===== src/rtl/md5_step_sched.sv =====
// MD5 compression step sequencer: accepts a block, walks steps 0..63 with g/s/f decode, then feed-forward and digest handshake.
// Optional datapath back-pressure is enabled by defining MD5_STALL_EN (adds the dp_ready_i port).
module md5_step_sched #(
   parameter int FF_LAT     = 1,
   parameter bit KEEP_CHAIN = 1'b1
) (
   input  logic       clk_i,
   input  logic       rst_i,
   input  logic       blk_valid_i,
   input  logic       first_i,
   output logic       blk_ready_o,
   input  logic       abort_i,
   output logic       load_o,
   output logic       iv_sel_o,
   output logic       step_en_o,
   output logic [5:0] step_o,
   output logic [3:0] g_o,
   output logic [4:0] s_o,
   output logic [1:0] fsel_o,
   output logic       ff_add_o,
   output logic       hash_valid_o,
   input  logic       hash_ready_i
`ifdef MD5_STALL_EN
   ,
   input  logic       dp_ready_i
`endif
);

   typedef enum logic [2:0] {IDLE, LOAD, RUN, FF, DONE} state_t;

   state_t     state, state_nxt;
   logic [5:0] step;
   logic [1:0] ff_cnt;
   logic       first_q;
   logic       step_adv;
   logic       dp_ok;
   logic [3:0] idx;
   logic [1:0] rnd;

`ifdef MD5_STALL_EN
   assign dp_ok = dp_ready_i;
`else
   assign dp_ok = 1'b1;
`endif

   // State register
   always_ff @(posedge clk_i or negedge rst_i) begin
      if (!rst_i) state <= IDLE;
      else        state <= state_nxt;
   end

   // Next state and per-state strobes; abort from any busy state returns to IDLE
   always_comb begin
      state_nxt    = state;
      blk_ready_o  = 1'b0;
      load_o       = 1'b0;
      step_en_o    = 1'b0;
      step_adv     = 1'b0;
      ff_add_o     = 1'b0;
      hash_valid_o = 1'b0;
      case (state)
         IDLE: begin
            blk_ready_o = 1'b1;
            if (blk_valid_i) state_nxt = LOAD;
         end
         LOAD: begin
            load_o    = 1'b1;
            state_nxt = RUN;
         end
         RUN: begin
            step_en_o = dp_ok;
            step_adv  = dp_ok;
            if (dp_ok && step == 6'd63) state_nxt = FF;
         end
         FF: begin
            ff_add_o = (ff_cnt == 2'd0) && !abort_i;
            if (ff_cnt == 2'(FF_LAT - 1)) state_nxt = DONE;
         end
         DONE: begin
            hash_valid_o = 1'b1;
            if (hash_ready_i) state_nxt = IDLE;
         end
         default: state_nxt = IDLE;
      endcase
      if (abort_i && state != IDLE) state_nxt = IDLE;
   end

   // Step counter wraps 63->0 naturally on the last advance, which is the RUN->FF exit
   always_ff @(posedge clk_i or negedge rst_i) begin
      if (!rst_i) begin
         step    <= 6'd0;
         ff_cnt  <= 2'd0;
         first_q <= 1'b1;
      end else begin
         if (state == IDLE && blk_valid_i) first_q <= first_i;
         if (load_o)        step <= 6'd0;
         else if (step_adv) step <= step + 6'd1;
         ff_cnt <= (state == FF) ? ff_cnt + 2'd1 : 2'd0;
      end
   end

   assign iv_sel_o = first_q | ~KEEP_CHAIN;
   assign step_o   = step;
   assign idx      = step[3:0];
   assign rnd      = step[5:4];
   assign fsel_o   = rnd;

   // Message index as shift-and-add in 4 bits so the mod 16 is free
   always_comb begin
      g_o = idx;
      case (rnd)
         2'd0: g_o = idx;
         2'd1: g_o = {idx[1:0], 2'b00} + idx + 4'd1;
         2'd2: g_o = {idx[2:0], 1'b0} + idx + 4'd5;
         2'd3: g_o = {idx[0], 3'b000} - idx;
         default: g_o = idx;
      endcase
   end

   always_comb begin
      s_o = 5'd0;
      case ({rnd, idx[1:0]})
         4'h0: s_o = 5'd7;   4'h1: s_o = 5'd12;  4'h2: s_o = 5'd17;  4'h3: s_o = 5'd22;
         4'h4: s_o = 5'd5;   4'h5: s_o = 5'd9;   4'h6: s_o = 5'd14;  4'h7: s_o = 5'd20;
         4'h8: s_o = 5'd4;   4'h9: s_o = 5'd11;  4'hA: s_o = 5'd16;  4'hB: s_o = 5'd23;
         4'hC: s_o = 5'd6;   4'hD: s_o = 5'd10;  4'hE: s_o = 5'd15;  4'hF: s_o = 5'd21;
         default: s_o = 5'd0;
      endcase
   end

endmodule


===== config.mk =====
export PLATFORM = sky130hd
export DESIGN_NAME = md5_step_sched
export DESIGN_NICKNAME = d
export VERILOG_FILES = /design/src/rtl/md5_step_sched.sv
export SDC_FILE = /design/constraint.sdc
export NUM_CORES = 1
export LEC_CHECK = 0
export CAP_MARGIN = 25
export CORE_AREA = 2 2 57 59
export DETAILED_ROUTE_END_ITERATION = 16
export DIE_AREA = 0 0 59 61
export GPL_TIMING_DRIVEN = 0
export PLACE_DENSITY_LB_ADDON = 0.3
export SETUP_SLACK_MARGIN = 0.2
export SYNTH_ARGS = -nofsm -noshare
export SYNTH_HDL_FRONTEND = slang
export SYNTH_SLANG_ARGS = --single-unit

===== constraint.sdc =====
create_clock -name clk_i -period 6.9 [get_ports clk_i]
set_input_delay 2.07 -clock clk_i [delete_from_list [all_inputs] [get_ports clk_i]]
set_output_delay 2.07 -clock clk_i [all_outputs]
set_load 0.02 [all_outputs]

==> results of run 1 <==
-- cell usage after synthesis (all sizes together) --
master,number
a21o,1
a21oi,5
a22oi,1
a311oi,2
a31oi,3
a32oi,1
and2b,2
and3,1
buf,9
dfrtp,11
dfstp,1
ha,14
inv,9
mux2,2
mux2i,5
mux4,2
nand2,10
nand4b,1
nor2,10
nor2b,2
nor3,1
nor3b,3
o21ai,10
o22a,1
o31a,1
o31ai,1
o32ai,1
o41a,1
or2,2
or3,1
xnor2,6
xor2,3
-- power by group through the flow --
stage	Combinational [W]	Clock, W	Sequential [W]
after detailed placement	0.000276	0	0.000105
final	0.000277	0.0000553	0.000102
after global routing	0.000303	0.0000619	0.000105
after global placement	0.000271	0	0.000104
after CTS	0.000278	0.0000579	0.000103
after floorplan	0.000172	0	0.000108
-- worst paths after layout --
path	startpoint	endpoint	slack (ns)	depth (start not counted)
worst max-delay path	abort_i	ff_add_o	1.42	3
worst min-delay path	ff_cnt[0]	ff_cnt[0]	0.43	1
worst max register to register	step_o[0]	step_o[1]	5.29	5
worst min register to register	ff_cnt[0]	ff_cnt[0]	0.43	1
max in group asynchronous	rst_i	iv_sel_o	4.36	1
min in group asynchronous	rst_i	state[1]	2.16	1
-- cell type report --
type	count	area, sq um
Clock buffer	4	36.28
Multi-Input combinational cell	93	719.4
Fill cell	283	1485
Timing Repair Buffer	28	280.3
Sequential cell	12	301.5
Tap cell	33	41.29
Inverter	9	33.78
Buffer	9	55.05
-- sequential cells by signal (all words and copies together) (netlist names) --
signal,cells
ff_cnt,2
state,3
iv_sel_o,1
step_o,6
-- critical path, stage by stage --
cell and delay, ns:
clkdlybuf4s50_1 0.49, nor3b_1 0.21, clkdlybuf4s50_1 0.63
-- per-layer routing --
metal,track usage [%],vias to the layer above,wire length (um),part of all wire (%)
li1,-,489,-,-
met1,19.14,490,1144,47
met2,26.83,21,1222,50
met3,1.706,4,77,3.1
met4,5.844,0,14,0.57
met5,0,-,0,0
-- per-stage QoR --
| step | total power [W] | setup WS, ns | hold WS (ns) |
|---|---|---|---|
| floorplan | 0.0002801 | 2.242 | 0.4032 |
| global placement | 0.0003750 | 1.441 | 0.4139 |
| detailed placement | 0.0003804 | 1.417 | 0.4277 |
| CTS | 0.0004387 | 1.417 | 0.4376 |
| global route | 0.0004703 | 1.336 | 0.4569 |
| finish | 0.0004346 | 1.424 | 0.4319 |
-- cells by family (layout without fill, tap and decap cells) --
family                     Yosys count  count (layout)
and+or+nand+nor                     33              33
AOI/OAI and AO/OA                   28              28
buffers and inverters               18              50
adders and majority gates           14              14
DFF                                 12              12
xor gates and xnor gates             9               9
muxes                                9               9
==> results.py, run 1 <==
metrics = {
    "run_status": {
        "status": "complete, no violations",
    },
    "worst_setup_path": {
        "critPathCaptureType": "output port",
        "worstPathMaxFanout": 5,
        "critical_path_class": "in2out",
        "arrival_ns": 3.41,
        "worst_setup_path_start_kind": "primary input",
        "cp_data_required_time_ns": 4.83,
    },
    "place": {
        "hpwl_mm": 1.880,
        "portBuffers": 28,
        "dp_cells": 184,
        "dpl_cell_area_sq_mm": 0.001431,
        "routabilityCongestion": 0.8300,
    },
    "hold_path": {
        "hold_class": "reg2reg",
    },
    "sta": {
        "period_needed_ns": 5.476,
        "rsz0062_at_grt": "no",
        "final-setup-viol-count": 0,
        "relSlewSlack_pct": 61.99,
        "finalHoldViolations": 0,
        "tightest_slew_ns": 0.5683,
        "max_freq_ghz": 0.1826,
        "finalCritPeriodShare_pct": 79.36,
        "maxSlewViolCount": 0,
        "tns_ns": 0,
        "skew_ns": 0.002696,
    },
    "synthesis": {
        "synth_fp_nets": 143,
        "yosys.area_share.simple_pct": 15.11,
        "synth-seq-cells": 12,
        "synth_area_sq_mm": 0.001110,
        "yosysTopAreaCellShare_pct": 24.80,
        "synthTopCellsByArea": "dfrtp_1 25%, ha_1 16%, xnor2_1 4.7%",
        "synth_cells": 123,
        "synthMuxAreaShare_pct": 10.60,
        "synth_top_family_by_area": "compound AO/OA/AOI/OAI gates",
        "synth_adder_area_share_pct": 15.78,
        "ys_warn_count": 0,
        "synth_top_area_cell": "dfrtp_1",
        "synth_xor_area_share_pct": 7.103,
        "ys_types": 38,
        "synth_compound_area_share_pct": 16.23,
        "synth.avg_cell_area_sq_um": 9.023,
        "ys_seq_area_share_pct": 27.17,
    },
    "final_layout": {
        "design_area_sq_mm": 0.001468,
        "final_core_util_pct": 49.70,
        "fin_nets": 176,
        "n_antenna_cell": 0,
        "syn_to_final_growth_pct": 32.24,
        "final_common_cell": "clkdlybuf4s50_1",
        "layout_common_cells": "28 x clkdlybuf4s50_1, 14 x ha_1, 11 x dfrtp_1",
        "layoutNonFillerInstCount": 188,
        "final_layout_size_suffix_gt1_share_pct": 13.55,
    },
    "cts": {
        "cts_tree": "yes",
        "clkSinkCount": 12,
        "holdBufCountCts": 0,
        "clk_pin_slew_ns": 0.07,
        "post_cts_buffers": 0,
        "htree_levels": 1,
        "cts-root-buf": "clkbuf_4",
        "clock_path_buffers": 2,
        "cts-buffers-inserted": 3,
        "worstSkewPairLatency_ns": 0.27,
        "post_cts_resized": 0,
    },
    "global_routing": {
        "grtUsageTotal_pct": 15.23,
        "grt_first_pass_wirelength_mm": 4.250,
        "first_global_vias": 980,
        "grt_max_degree": 13,
        "antenna_found_initial": 0,
        "grt-ovfl-total": 0,
    },
    "power_and_ir_drop": {
        "swShare_pct": 42.78,
        "p_leak_nw": 0.6431,
        "pwr-share-clk_pct": 12.7,
        "p_sw_w": 0.0001859,
        "power_density_mw_per_mm2": 296.1,
        "pwr-share-comb_pct": 63.7,
        "p_int_w": 0.0002487,
        "seqPwrFrac_pct": 23.6,
        "vdd.ir_drop.worst_uv": 109.3,
    },
    "detailed_routing": {
        "avgRoutedWirePerCell_um": 13.08,
        "drtAntennaViolNets": 0,
        "wirelength_mm": 2.459,
        "drt_iter0_drc": 34,
        "via_per_inst": 5.340,
        "route.detailed.drc": 0,
        "vias": 1004,
        "first_pass_iters": 4,
    },
    "floorplan": {
        "start_util_pct": 37.58,
        "die_x_um": 59,
        "die_y_um": 61,
        "num_rows": 20,
        "core-area_sq_mm": 0.002953,
        "die-area_sq_mm": 0.003599,
        "io_pins": 29,
    },
    "flow_run": {
        "drv_cap": 0,
    },
}
Note: power is estimated with default switching activity, not from simulation.
==> inputs of run 2 (changes only) <==
==> constraint.sdc (replaced) <==
create_clock -name clk_i -period 4.75 [get_ports clk_i]
set_input_delay 1.425 -clock clk_i [delete_from_list [all_inputs] [get_ports clk_i]]
set_output_delay 1.425 -clock clk_i [all_outputs]
set_load 0.02 [all_outputs]
==> run 2 against run 1 <==
Global-route usage is the same. Total power grew 51%. Highest routed layer unchanged. Non-clock buffer count grew 4. Sequential cell count is the same. Register-to-register slack lost 2.2 ns. Die area is the same.
==> results.py, run 2 (same netlist as run 1, synthesis figures left out) <==
metrics = {
    "cts": {
        "clock_path_buffers": 2,
        "clk_pin_slew_ns": 0.07,
        "holdBufCountCts": 0,
        "htree_levels": 1,
        "worstSkewPairLatency_ns": 0.27,
        "cts-root-buf": "clkbuf_4",
        "cts-buffers-inserted": 3,
        "clkSinkCount": 12,
        "cts_tree": "yes",
    },
    "global_routing": {
        "grtUsageTotal_pct": 15.23,
        "grt-ovfl-total": 0,
        "grt_max_degree": 13,
        "first_global_vias": 980,
        "gr-max-usage-layer": "met2",
        "use_met2_pct": 26.83,
        "met3_usage_pct": 1.706,
        "grt_first_pass_wirelength_mm": 4.250,
        "antenna_found_initial": 0,
        "grt.met1_usage_pct": 19.14,
    },
    "worst_setup_path": {
        "cp_data_required_time_ns": 3.32,
        "slowest_delay_ns": 0.55,
        "arrival_ns": 2.86,
        "worst_setup_path_start_kind": "register",
        "slowest_stage": "dfrtp_1",
        "worstPathMaxFanout": 10,
        "critPathCaptureType": "output port",
        "crit_chain": "inv_1 > ha_1 > xnor2_1 > ha_1 > or3_1 > a311oi_1 > a311oi_1 > clkdlybuf4s50_1",
        "rrSetupSlack_ns": 3.14,
        "critical_path_class": "reg2out",
    },
    "detailed_routing": {
        "avgRoutedWirePerCell_um": 13.17,
        "vias": 1016,
        "drtAntennaViolNets": 0,
        "via_per_inst": 5.292,
        "first_pass_iters": 4,
        "route.detailed.drc": 0,
        "wirelength_mm": 2.528,
        "drt_iter0_drc": 36,
    },
    "floorplan": {
        "die_x_um": 59,
        "die_y_um": 61,
        "num_rows": 20,
        "core-area_sq_mm": 0.002953,
        "start_util_pct": 37.58,
        "die-area_sq_mm": 0.003599,
        "io_pins": 29,
    },
    "sta": {
        "finalHoldViolations": 0,
        "max_freq_ghz": 0.2334,
        "final-setup-viol-count": 0,
        "tightest_slew_ns": 0.5653,
        "period_needed_ns": 4.284,
        "skew_ns": 0.002711,
        "finalCritPeriodShare_pct": 90.19,
        "rsz0062_at_grt": "no",
        "relSlewSlack_pct": 62.20,
        "maxSlewViolCount": 0,
        "tns_ns": 0,
    },
    "place": {
        "routabilityCongestion": 0.8300,
        "hpwl_mm": 1.880,
        "portBuffers": 28,
    },
    "final_layout": {
        "fin_nets": 180,
        "final_layout_size_suffix_gt1_share_pct": 16.35,
        "largest_register_ff_count": 6,
        "final_common_cell": "clkdlybuf4s50_1",
        "layout_common_cells": "28 x clkdlybuf4s50_1, 14 x ha_1, 10 x nor2_1, 10 x nand2_1, 10 x dfrtp_1",
        "n_antenna_cell": 0,
        "final_core_util_pct": 50.76,
        "syn_to_final_growth_pct": 35.06,
    },
    "hold_path": {
        "hold_class": "reg2reg",
    },
    "power_and_ir_drop": {
        "vdd.ir_drop.worst_uv": 158.9,
        "p_leak_nw": 0.6628,
        "power_density_mw_per_mm2": 438.1,
        "p_total_w": 0.0006567,
    },
    "flow_run": {
        "drv_cap": 0,
    },
    "run_status": {
        "status": "complete, no violations",
    },
}
==> run 2: cell count changes in the layout (fill, tap and decap cells not counted) <==
cell / before / now
buf_4: 4 / 8
dfrtp_1: 11 / 10
dfrtp_2: 0 / 1
==> run 2: what timing repair did <==
action / in CTS / in global routing
setup buffers: 0 / 4
endpoints found under the setup margin: 0 / 1
gates resized for setup: 0 / 1
==> run 2: worst paths after layout <==
check | from | to | depth (start not counted)
setup / recovery | step_o[2] | g_o[3] | 8
hold / removal | ff_cnt[0] | ff_cnt[0] | 1
setup reg to reg | step_o[0] | step_o[1] | 5
hold reg to reg | ff_cnt[0] | ff_cnt[0] | 1
max in group asynchronous | rst_i | step_o[1] | 1
min in group asynchronous | rst_i | state[1] | 1
==> run 2: through the flow <==
stage	std cells	setup WS, ns	area, sq um	hold slack, ns
2_1_floorplan	123	1.045	1110	0.4032
3_3_place_gp	184	0.5799	1431	0.4139
3_5_place_dp	184	0.5177	1431	0.4277
4_1_cts	188	0.2175	1468	0.4376
5_1_grt	192	0.2385	1499	0.4569
6_report	192	0.4660	1499	0.4319
==> run 2: area by class of cell <==
class	count	area, sq um
fill	280	1454
multi-input combinational	93	719.4
timing repair buffer	32	310.3
sequential	12	302.8
buffer	9	55.05
tap	33	41.29
clock buffer	4	36.28
inverter	9	33.78
==> run 2: where the power goes <==
group / total [W] / internal [W] / switching, W
combinational: 0.000434 / 0.000215 / 0.000218
clock: 0.0000803 / 0.0000465 / 0.0000338
sequential: 0.000143 / 0.000119 / 0.0000234
total: 0.000657 / 0.000381 / 0.000276
==> run 2: critical path: cells and delay by family, from the launching register on <==
kind,cells,cell delay (ns)
AO/OA/AOI/OAI,2,0.35
XOR/XNOR,1,0.14
adder cells (fa/ha/maj),2,0.52
buffers and inverters,2,0.66
flip-flops,1,0.55
AND/OR/NAND/NOR,1,0.36
==> run 2: metal layers <==
| layer | wire length (um) | vias to the layer above |
|---|---|---|
| li1 | - | 497 |
| met1 | 1136 | 489 |
| met2 | 1271 | 28 |
| met3 | 106 | 2 |
| met4 | 13 | 0 |
| met5 | 0 | - |
==> inputs of run 3 (changes only) <==
--- a/config.mk
+++ b/config.mk
@@ -9,6 +9,7 @@
 export CORE_AREA = 2 2 57 59
 export DETAILED_ROUTE_END_ITERATION = 16
 export DIE_AREA = 0 0 59 61
+export DONT_BUFFER_PORTS = 1
 export GPL_TIMING_DRIVEN = 0
 export PLACE_DENSITY_LB_ADDON = 0.3
 export SETUP_SLACK_MARGIN = 0.2
==> run 3 against run 2 <==
Clock skew down 0.0017 ns. Fmax up 1.4%. Die area unchanged. Sequential share of layout area up 5.1 points. Worst setup slack better by 0.057 ns. Critical path depth down 1. Via count down 13%. Total power down 18%. Count of clock-buffer cells in the layout unchanged. Register-to-register slack worse by 0.16 ns. First-iteration DRC count down 25%. Highest routed layer unchanged. Core utilization down 10 points.
==> results.py, run 3 (same netlist as run 1, synthesis figures left out) <==
metrics = {
    "worst_setup_path": {
        "slowest_stage": "dfrtp_1",
        "worstPathMaxFanout": 12,
        "slowest_delay_ns": 0.72,
        "crit_start": "step_o[1]",
        "arrival_ns": 2.80,
        "worst_setup_path_start_kind": "register",
        "reg2reg_from": "step_o[1]",
        "cp_data_required_time_ns": 3.32,
        "critical_path_class": "reg2out",
        "critPathCaptureType": "output port",
        "crit_top_cell": "ha_1",
        "crit_chain": "inv_1 > ha_1 > xnor2_1 > ha_1 > or3_1 > a311oi_1 > a311oi_2",
    },
    "sta": {
        "maxSlewViolCount": 0,
        "tightest_slew_ns": 0.9303,
        "period_needed_ns": 4.227,
        "relSlewSlack_pct": 37.85,
        "max_freq_ghz": 0.2366,
        "skew_ns": 0.0009702,
        "finalCritPeriodShare_pct": 88.98,
        "hold_ws_ns": 0.4274,
        "tns_ns": 0,
        "final-setup-viol-count": 0,
        "finalHoldViolations": 0,
        "rsz0062_at_grt": "no",
        "setup_slack_ns": 0.5233,
    },
    "place": {
        "routabilityCongestion": 0.8336,
        "hpwl_mm": 1.817,
        "portBuffers": 0,
        "dpl_cell_area_sq_mm": 0.001151,
        "pre_cts_ws_ns": 0.7247,
    },
    "power_and_ir_drop": {
        "vdd.ir_drop.worst_uv": 148.2,
        "power_density_mw_per_mm2": 453.0,
        "p_leak_nw": 0.5407,
        "p_total_w": 0.0005408,
    },
    "cts": {
        "clkSinkCount": 12,
        "cts-root-buf": "clkbuf_4",
        "clock_path_buffers": 2,
        "cts-buffers-inserted": 3,
        "clk_pin_slew_ns": 0.07,
        "cts_tree": "yes",
        "worstSkewPairLatency_ns": 0.27,
        "htree_levels": 1,
        "post_cts_buffers": 0,
    },
    "detailed_routing": {
        "route.detailed.drc": 0,
        "first_pass_iters": 4,
        "vias": 884,
        "wirelength_mm": 2.381,
        "drt_iter0_drc": 27,
        "drtAntennaViolNets": 0,
        "avgRoutedWirePerCell_um": 14.88,
        "via_per_inst": 5.525,
    },
    "floorplan": {
        "core-area_sq_mm": 0.002953,
        "num_rows": 20,
        "die_y_um": 61,
        "die_x_um": 59,
        "die-area_sq_mm": 0.003599,
        "start_util_pct": 37.58,
        "io_pins": 29,
    },
    "flow_run": {
        "drv_cap": 0,
    },
    "hold_path": {
        "min-delay-start": "ff_cnt[0]",
        "hold_class": "reg2reg",
    },
    "final_layout": {
        "n_antenna_cell": 0,
        "final_common_cell": "ha_1",
        "fin_nets": 148,
        "syn_to_final_growth_pct": 7.553,
        "design_area_sq_mm": 0.001194,
        "final_layout_size_suffix_gt1_share_pct": 17.32,
        "layout_common_cells": "14 x ha_1, 11 x dfrtp_1, 10 x nor2_1, 10 x nand2_1, 8 x inv_1",
        "largest_register_ff_count": 6,
        "fill_cells": 316,
    },
    "global_routing": {
        "grt_first_pass_wirelength_mm": 3.953,
        "antenna_found_initial": 0,
        "grt-ovfl-total": 0,
        "first_global_vias": 834,
        "grtUsageTotal_pct": 14.53,
        "grt_max_degree": 13,
    },
    "run_status": {
        "status": "complete, no violations",
    },
}
run 3: critical path: cells and delay by family (launching register included):
family                   cells  cell delay (ns)
flip-flops                   1             0.72
adder cells (fa/ha/maj)      2             0.59
AO/OA/AOI/OAI                2             0.46
AND/OR/NAND/NOR              1             0.36
buffers and inverters        1             0.26
XOR/XNOR                     1             0.14
run 3: worst paths after layout:
path | to | slack [ns] | cells after the start
setup / recovery | g_o[3] | 0.52 | 7
hold reg to reg | ff_cnt[0] | 0.43 | 1
hold / removal | ff_cnt[0] | 0.43 | 1
min in group asynchronous | state[2] | 0.84 | 0
max in group asynchronous | iv_sel_o | 3.74 | 0
setup reg to reg | step_o[1] | 2.98 | 4
run 3: power breakdown:
group | switching, W | total, W | internal, W | leakage (nW)
Sequential | 0.0000471 | 0.000165 | 0.000118 | 0.160
Clock | 0.0000338 | 0.0000803 | 0.0000465 | 0.0210
Combinational | 0.000178 | 0.000295 | 0.000117 | 0.360
run 3: timing repair:
action / in CTS / in global routing
gates resized for setup: 0 / 1
hold buffers: 0 / 0
endpoints found under the setup margin: 0 / 1
run 3: area by class of cell:
cell class | count | area [sq um] | share of cell area (%)
sequential | 12 | 301.5 | 25.26
clock buffer | 4 | 36.28 | 3.040
tap | 33 | 41.29 | 3.459
buffer | 9 | 55.05 | 4.612
multi-input combinational | 93 | 725.7 | 60.80
inverter | 9 | 33.78 | 2.830
run 3: routing by layer:
layer,wire length (um),up-vias,global-route usage (%)
li1,-,435,-
met1,1123,423,20.37
met2,1157,24,23.33
met4,11,0,4.870
met5,0,-,0
met3,88,2,1.706
run 3: metrics by stage:
step | util [%] | instances
floorplan | - | 123
global placement | 38.98 | 156
detailed placement | 38.98 | 156
CTS | 40.21 | 160
global route | 40.42 | 160
finish | 40.42 | 160
